File: src/rtl/flood_game_ctrl_if.sv
// rtl/flood_game_ctrl_if.sv - player, generator and flood-engine signals of one Flood-It game
interface flood_game_ctrl_if;
    logic        start_req;
    logic [4:0]  size_sel;
    logic [3:0]  color_sel;
    logic [15:0] seed_in;
    logic        INITIALIZE_BOARD;
    logic [4:0]  final_SIZE;
    logic [3:0]  final_COLOR_NUM;
    logic [15:0] seed;
    logic        BOARD_READY;
    logic [2:0]  corner_color;
    logic        move_valid;
    logic [2:0]  move_color;
    logic        flood_start;
    logic [2:0]  flood_color;
    logic        flood_done;
    logic        flood_won;
    logic [7:0]  move_count;
    logic [7:0]  move_limit;
    logic [2:0]  state_out;
    logic        game_won;
    logic        game_lost;

    modport master (
        output start_req, size_sel, color_sel, seed_in, BOARD_READY, corner_color,
               move_valid, move_color, flood_done, flood_won,
        input  INITIALIZE_BOARD, final_SIZE, final_COLOR_NUM, seed, flood_start,
               flood_color, move_count, move_limit, state_out, game_won, game_lost
    );

    modport slave (
        input  start_req, size_sel, color_sel, seed_in, BOARD_READY, corner_color,
               move_valid, move_color, flood_done, flood_won,
        output INITIALIZE_BOARD, final_SIZE, final_COLOR_NUM, seed, flood_start,
               flood_color, move_count, move_limit, state_out, game_won, game_lost
    );
endinterface

File: src/rtl/flood_game_ctrl.sv
// rtl/flood_game_ctrl.sv - Flood-It game sequencer: setup latch, generator handshake, move dispatch, win/loss
module flood_game_ctrl #(
    parameter int MIN_SIZE   = 2,
    parameter int MAX_SIZE   = 26,
    parameter int MIN_COLORS = 3,
    parameter int MAX_COLORS = 8
) (
    input  logic              CLOCK,
    input  logic              RESET,
    flood_game_ctrl_if.slave  bus
);
    typedef enum logic [2:0] {
        S_IDLE    = 3'd0,
        S_GEN_REQ = 3'd1,
        S_GEN_REL = 3'd2,
        S_PLAY    = 3'd3,
        S_FLOOD   = 3'd4,
        S_WON     = 3'd5,
        S_LOST    = 3'd6
    } state_t;

    state_t      state_q;
    logic [4:0]  final_size_q;
    logic [3:0]  final_color_q;
    logic [15:0] seed_q;
    logic [7:0]  move_limit_q;
    logic [7:0]  move_count_q;
    logic        init_q;
    logic        flood_start_q;
    logic [2:0]  flood_color_q;
    logic        won_q;
    logic        lost_q;

    logic [4:0]  size_clamp_d;
    logic [3:0]  color_clamp_d;
    logic [8:0]  area_d;
    logic [7:0]  limit_d;
    logic        start_ok_d;
    logic        move_legal_d;

    always_comb begin
        size_clamp_d = bus.size_sel;
        if (bus.size_sel < 5'(MIN_SIZE))
            size_clamp_d = 5'(MIN_SIZE);
        else if (bus.size_sel > 5'(MAX_SIZE))
            size_clamp_d = 5'(MAX_SIZE);

        color_clamp_d = bus.color_sel;
        if (bus.color_sel < 4'(MIN_COLORS))
            color_clamp_d = 4'(MIN_COLORS);
        else if (bus.color_sel > 4'(MAX_COLORS))
            color_clamp_d = 4'(MAX_COLORS);

        area_d  = 9'(size_clamp_d) * 9'(color_clamp_d);
        limit_d = 8'((area_d >> 2) + 9'd1);

        start_ok_d = bus.start_req &&
                     (state_q == S_IDLE || state_q == S_PLAY ||
                      state_q == S_WON  || state_q == S_LOST);

        move_legal_d = bus.move_valid &&
                       ({1'b0, bus.move_color} < final_color_q) &&
                       (bus.move_color != bus.corner_color);
    end

    // Start takes priority over every per-state action, so a coincident move is dropped.
    always_ff @(posedge CLOCK or posedge RESET) begin
        if (RESET) begin
            state_q       <= S_IDLE;
            final_size_q  <= 5'(MIN_SIZE);
            final_color_q <= 4'(MIN_COLORS);
            seed_q        <= '0;
            move_limit_q  <= '0;
            move_count_q  <= '0;
            init_q        <= 1'b0;
            flood_start_q <= 1'b0;
            flood_color_q <= '0;
            won_q         <= 1'b0;
            lost_q        <= 1'b0;
        end else begin
            flood_start_q <= 1'b0;
            if (start_ok_d) begin
                final_size_q  <= size_clamp_d;
                final_color_q <= color_clamp_d;
                seed_q        <= bus.seed_in;
                move_limit_q  <= limit_d;
                move_count_q  <= '0;
                won_q         <= 1'b0;
                lost_q        <= 1'b0;
                init_q        <= 1'b1;
                state_q       <= S_GEN_REQ;
            end else begin
                case (state_q)
                    S_GEN_REQ: begin
                        if (bus.BOARD_READY) begin
                            init_q  <= 1'b0;
                            state_q <= S_GEN_REL;
                        end
                    end
                    S_GEN_REL: begin
                        if (!bus.BOARD_READY)
                            state_q <= S_PLAY;
                    end
                    S_PLAY: begin
                        if (move_legal_d) begin
                            flood_start_q <= 1'b1;
                            flood_color_q <= bus.move_color;
                            if (move_count_q != 8'hFF)
                                move_count_q <= move_count_q + 8'd1;
                            state_q <= S_FLOOD;
                        end
                    end
                    S_FLOOD: begin
                        if (bus.flood_done) begin
                            if (bus.flood_won) begin
                                won_q   <= 1'b1;
                                state_q <= S_WON;
                            end else if (move_count_q == move_limit_q) begin
                                lost_q  <= 1'b1;
                                state_q <= S_LOST;
                            end else begin
                                state_q <= S_PLAY;
                            end
                        end
                    end
                    default: ;
                endcase
            end
        end
    end

    assign bus.INITIALIZE_BOARD = init_q;
    assign bus.final_SIZE       = final_size_q;
    assign bus.final_COLOR_NUM  = final_color_q;
    assign bus.seed             = seed_q;
    assign bus.flood_start      = flood_start_q;
    assign bus.flood_color      = flood_color_q;
    assign bus.move_count       = move_count_q;
    assign bus.move_limit       = move_limit_q;
    assign bus.state_out        = state_q;
    assign bus.game_won         = won_q;
    assign bus.game_lost        = lost_q;
endmodule

File: src/flat_wrapper.sv
// flat-port wrapper written by rule: the top's interface ports become plain ports
module flood_game_ctrl_flat 
#(
    parameter int MIN_SIZE   = 2,
    parameter int MAX_SIZE   = 26,
    parameter int MIN_COLORS = 3,
    parameter int MAX_COLORS = 8
)
  (CLOCK, RESET, bus_start_req, bus_size_sel, bus_color_sel, bus_seed_in, bus_BOARD_READY, bus_corner_color, bus_move_valid, bus_move_color, bus_flood_done, bus_flood_won, bus_INITIALIZE_BOARD, bus_final_SIZE, bus_final_COLOR_NUM, bus_seed, bus_flood_start, bus_flood_color, bus_move_count, bus_move_limit, bus_state_out, bus_game_won, bus_game_lost);
  flood_game_ctrl_if bus_i ();
  input  logic CLOCK;
  input  logic RESET;
  input wire logic [$bits(bus_i.start_req)-1:0] bus_start_req;
  input wire logic [$bits(bus_i.size_sel)-1:0] bus_size_sel;
  input wire logic [$bits(bus_i.color_sel)-1:0] bus_color_sel;
  input wire logic [$bits(bus_i.seed_in)-1:0] bus_seed_in;
  input wire logic [$bits(bus_i.BOARD_READY)-1:0] bus_BOARD_READY;
  input wire logic [$bits(bus_i.corner_color)-1:0] bus_corner_color;
  input wire logic [$bits(bus_i.move_valid)-1:0] bus_move_valid;
  input wire logic [$bits(bus_i.move_color)-1:0] bus_move_color;
  input wire logic [$bits(bus_i.flood_done)-1:0] bus_flood_done;
  input wire logic [$bits(bus_i.flood_won)-1:0] bus_flood_won;
  output wire logic [$bits(bus_i.INITIALIZE_BOARD)-1:0] bus_INITIALIZE_BOARD;
  output wire logic [$bits(bus_i.final_SIZE)-1:0] bus_final_SIZE;
  output wire logic [$bits(bus_i.final_COLOR_NUM)-1:0] bus_final_COLOR_NUM;
  output wire logic [$bits(bus_i.seed)-1:0] bus_seed;
  output wire logic [$bits(bus_i.flood_start)-1:0] bus_flood_start;
  output wire logic [$bits(bus_i.flood_color)-1:0] bus_flood_color;
  output wire logic [$bits(bus_i.move_count)-1:0] bus_move_count;
  output wire logic [$bits(bus_i.move_limit)-1:0] bus_move_limit;
  output wire logic [$bits(bus_i.state_out)-1:0] bus_state_out;
  output wire logic [$bits(bus_i.game_won)-1:0] bus_game_won;
  output wire logic [$bits(bus_i.game_lost)-1:0] bus_game_lost;
  assign bus_i.start_req = bus_start_req;
  assign bus_i.size_sel = bus_size_sel;
  assign bus_i.color_sel = bus_color_sel;
  assign bus_i.seed_in = bus_seed_in;
  assign bus_i.BOARD_READY = bus_BOARD_READY;
  assign bus_i.corner_color = bus_corner_color;
  assign bus_i.move_valid = bus_move_valid;
  assign bus_i.move_color = bus_move_color;
  assign bus_i.flood_done = bus_flood_done;
  assign bus_i.flood_won = bus_flood_won;
  assign bus_INITIALIZE_BOARD = bus_i.INITIALIZE_BOARD;
  assign bus_final_SIZE = bus_i.final_SIZE;
  assign bus_final_COLOR_NUM = bus_i.final_COLOR_NUM;
  assign bus_seed = bus_i.seed;
  assign bus_flood_start = bus_i.flood_start;
  assign bus_flood_color = bus_i.flood_color;
  assign bus_move_count = bus_i.move_count;
  assign bus_move_limit = bus_i.move_limit;
  assign bus_state_out = bus_i.state_out;
  assign bus_game_won = bus_i.game_won;
  assign bus_game_lost = bus_i.game_lost;
  flood_game_ctrl #(.MIN_SIZE(MIN_SIZE), .MAX_SIZE(MAX_SIZE), .MIN_COLORS(MIN_COLORS), .MAX_COLORS(MAX_COLORS)) u_core (.CLOCK(CLOCK), .RESET(RESET), .bus(bus_i));
endmodule
File: config.mk
export PLATFORM = sky130hd
export DESIGN_NAME = flood_game_ctrl_flat
export DESIGN_NICKNAME = d
export VERILOG_FILES = /design/src/rtl/flood_game_ctrl_if.sv /design/src/rtl/flood_game_ctrl.sv /design/src/flat_wrapper.sv
export SDC_FILE = /design/constraint.sdc
export NUM_CORES = 1
export LEC_CHECK = 0
export CAP_MARGIN = 20
export CORE_MARGIN = 1
export CORE_UTILIZATION = 34
export DETAILED_ROUTE_END_ITERATION = 8
export GPL_TIMING_DRIVEN = 0
export MAX_ROUTING_LAYER = met4
export PLACE_DENSITY = 0.71
export SYNTH_ARGS = -nofsm -noshare
export SYNTH_HDL_FRONTEND = slang
export SYNTH_SLANG_ARGS = --single-unit
File: constraint.sdc
create_clock -name CLOCK -period 2.95 [get_ports CLOCK]
set_input_delay 0.4425 -clock CLOCK [delete_from_list [all_inputs] [get_ports CLOCK]]
set_output_delay 0.4425 -clock CLOCK [all_outputs]
set_load 0.01 [all_outputs]
==> metrics.txt <==
max cap viols 0; Netlist Area Pre-Place roughly 0.0032 sq mm; worst vdd ir 0.000327 V; Sw Pwr 1.66 mW; largest family of logic cells by synthesized area simple AND/OR/NAND/NOR gates; Overflow after GRT 0; syn nets 417; largest net degree at the start of global routing 27; first-pass GRT wire length 14100 um; Compound-Gate Fraction of Synth Area 0.145; critical-path cell list buf_8 > buf_4 > nand2_2 > a21oi_4 > nand2b_4 > fa_1 > inv_1 > fa_1 > inv_1 > fa_2 > nor2b_4 > o22ai_4 > xnor2_2 > buf_4 > a311o_1 > o211ai_1; top cells by count, synth nand2_1, dfrtp_1, nor2_1; Vias per Instance around 5.0; drc violations 0; Detailed Place HPWL 6670 um; Final #Nets 527; kind of critical path in -> reg; fmax a little over 300 MHz; RSZ-0062 raised after global routing yes; status complete, but fails checks; maximum fanout along the worst path 4; I/O Buffers 87; dominant synthesized flop cell dfrtp_1; final setup vio count 6; pwr/cell area between 800 and 900 mW/mm^2; Tcrit/Tclk final 1.12; hold depth 4; Crit path largest cell delay 530 ps; Initial Utilization 0.350; CTS Sinks 51; # IOs 89; Warnings, synthesis 0; placer congestion estimate ~0.90; post-synthesis xor/xnor area fraction 0.0568; top-count cell post-synth nand2_1; Worst path slowest cell fa_1; DIE WIDTH 99.6 um; Clock transition at path regs 100 ps; data arrival time of the critical path roughly 3500 ps; Setup WS post-layout -350 ps; Critical Path Source Type input port; Logic pwr share 0.584; largest cells by area after synthesis dfrtp_1, nand2_1, ha_1, xnor2_1, fa_1; worst r2r path cells 8; type of the most critical hold path in -> reg; Adder-Cell Fraction of Synth Area 0.0989; FF/Latch Area 0.00128 sq mm; switching part of the total power 0.423; Multi-input gate area 0.00206 sq mm; clk root buf clkbuf_8; Core ar. 0.00924 sq mm; Synth Register Bits 51; Clock Tree Buf Depth 2; Finished Layout Cells slightly below 600; Max-slew headroom 0.591; Place WS -1310 ps; die footprint 0.00992 sq mm; number of global-route vias before repair 2853; area leader, netlist dfrtp_1; Clock power frac 0.111; WL final 8830 um; asr flop ratio synth 1.00; Synth top area share 0.371; Num CTS Buffers 5; Core Rows 35; Vert. Die Dim 99.6 um; H-tree depth 2; failing checks negative setup slack; Flop pwr share 0.305; Area Growth Syn to Fin 47.9%; Ant. Diodes 0; Tmin final 3300 ps; Tot GR Track Use 0.185; Fillers 856; layout cell share with drive strength beyond 1 0.192; WL per Instance 14.8 um; Slew Limit Fails 0; Worst Clk Skew ~12 ps; sequential share of the synthesized area 0.395; CTS tree built; Synth Area in Simple Gates 0.232; clock latency on the worst-skew pair 310 ps; Hold Fails Final Rpt 0; initial antenna violation count 0; Vias 2968; initial DRC count 119; Final ANT Viol Nets 0; Leakage 2.10 nW; synthesized instance count 357; First-pass DRT Iterations 4; Internal Power between 2 and 2.5 mW; number of synthesized flops with an enable pin 0; post-synthesis cell type count between 60 and 70; DP Cell Count 574; Data required, critical path 3170 ps; Setup crit end kind flop; multiplexer share of the synthesized area 0.0298; setup_tns -1300 ps; Final Util 0.518; Hold WS 438 ps; syn avg cell area just over 9 sq um; Tightest Pin Transition between 600 and 700 ps
==> cells in the final DEF (no fill, tap or decap), drive strengths merged, types with 4 or more instances in the layout <==
cell type,n
and2,8
a21oi,9
nand2b,5
nor2,26
o211ai,4
nand4,4
ha,16
o21ai,15
nand3,5
fa,6
xnor2,20
nand2,85
dfrtp,48
nor2b,5
clkdlybuf4s50,79
inv,22
buf,28
mux2,4
mux2i,4
clkbuf,12
==> layout make-up <==
type,instances,share of cell area
repair buffers,103,0.216
well taps,129,0.0337
inverters,22,0.0178
multi-input cells,272,0.431
flip-flops and latches,51,0.267
clock inverters,2,0.00340
clock buffers,6,0.0172
plain buffers,12,0.0138
==> timing repair <==
item / in CTS / in global routing
gates resized for setup: 47 / 16
hold buffers: 0 / 0
setup buffers: 11 / 4
pin swaps: 20 / 11
setup endpoints to repair: 7 / 7
==> worst paths after layout <==
kind | from | end | slack [ps]
setup / recovery | bus_size_sel[2] | u_core.bus.move_limit[6]$_DFFE_PP0P_ | -350
hold / removal | bus_size_sel[4] | u_core.bus.final_SIZE[4]$_DFFE_PP0P_ | 440
setup reg to reg | u_core.bus.final_COLOR_NUM[1]$_DFFE_PP1P_ | u_core.bus.flood_color[1]$_DFFE_PP0P_ | 720
hold reg to reg | u_core.bus.seed[7]$_DFFE_PP0P_ | u_core.bus.seed[7]$_DFFE_PP0P_ | 480
max in group asynchronous | RESET | u_core.bus.final_SIZE[1]$_DFFE_PP1P_ | 1850
min in group asynchronous | RESET | u_core.bus.flood_color[0]$_DFFE_PP0P_ | 490
==> metal layers <==
| layer | GRT usage | up-vias | routed length, um |
|---|---|---|---|
| li1 | - | 1435 | - |
| met1 | 0.220 | 1462 | 3840 |
| met2 | 0.333 | 64 | 4660 |
| met3 | 0.0204 | 7 | 245 |
| met4 | 0.0452 | 0 | 78 |
| met5 | - | - | 0 |
==> state kept, by name (all words and copies together) (netlist names) <==
| name | count |
|---|---|
| u_core.bus.flood_color | 3 |
| u_core.bus.INITIALIZE_BOARD | 1 |
| u_core.bus.state_out | 3 |
| u_core.bus.final_COLOR_NUM | 4 |
| u_core.bus.flood_start | 1 |
| u_core.bus.final_SIZE | 5 |
| u_core.bus.seed | 16 |
| u_core.bus.game_lost | 1 |
| u_core.bus.move_limit | 8 |
| u_core.bus.game_won | 1 |
| u_core.bus.move_count | 8 |
==> through the flow <==
stage | instance area (sq um) | power (mW)
finish | 4790 | 3.92
global route | 4790 | 4.20
CTS | 4710 | 3.90
detailed placement | 4460 | 3.41
global placement | 4440 | 3.33
floorplan | 3400 | 2.45
==> power groups by stage <==
stage                     sequential [mW]  clock (mW)  combinational [mW]
final                                1.20       0.436                2.29
after global routing                 1.23       0.472                2.50
after CTS                            1.20       0.442                2.26
after detailed placement             1.21           0                2.20
after global placement               1.20           0                2.13
after floorplan                      1.30           0                1.15
==> cells by family after synthesis <==
logic type	count (synthesis)
multiplexers	8
AND/OR/NAND/NOR	162
buffers and inverters	34
XOR/XNOR	21
AO/OA/AOI/OAI	59
flip-flops	51
adder cells (fa/ha/maj)	22
==> worst max-delay path: cells and delay by family <==
family | cells | cell delay (ps)
buf+inv | 5 | 500
fa+ha+maj | 3 | 1420
simple gates | 3 | 430
xor+xnor | 1 | 170
compound gates | 4 | 550
Power figures use the tool's default switching activity.
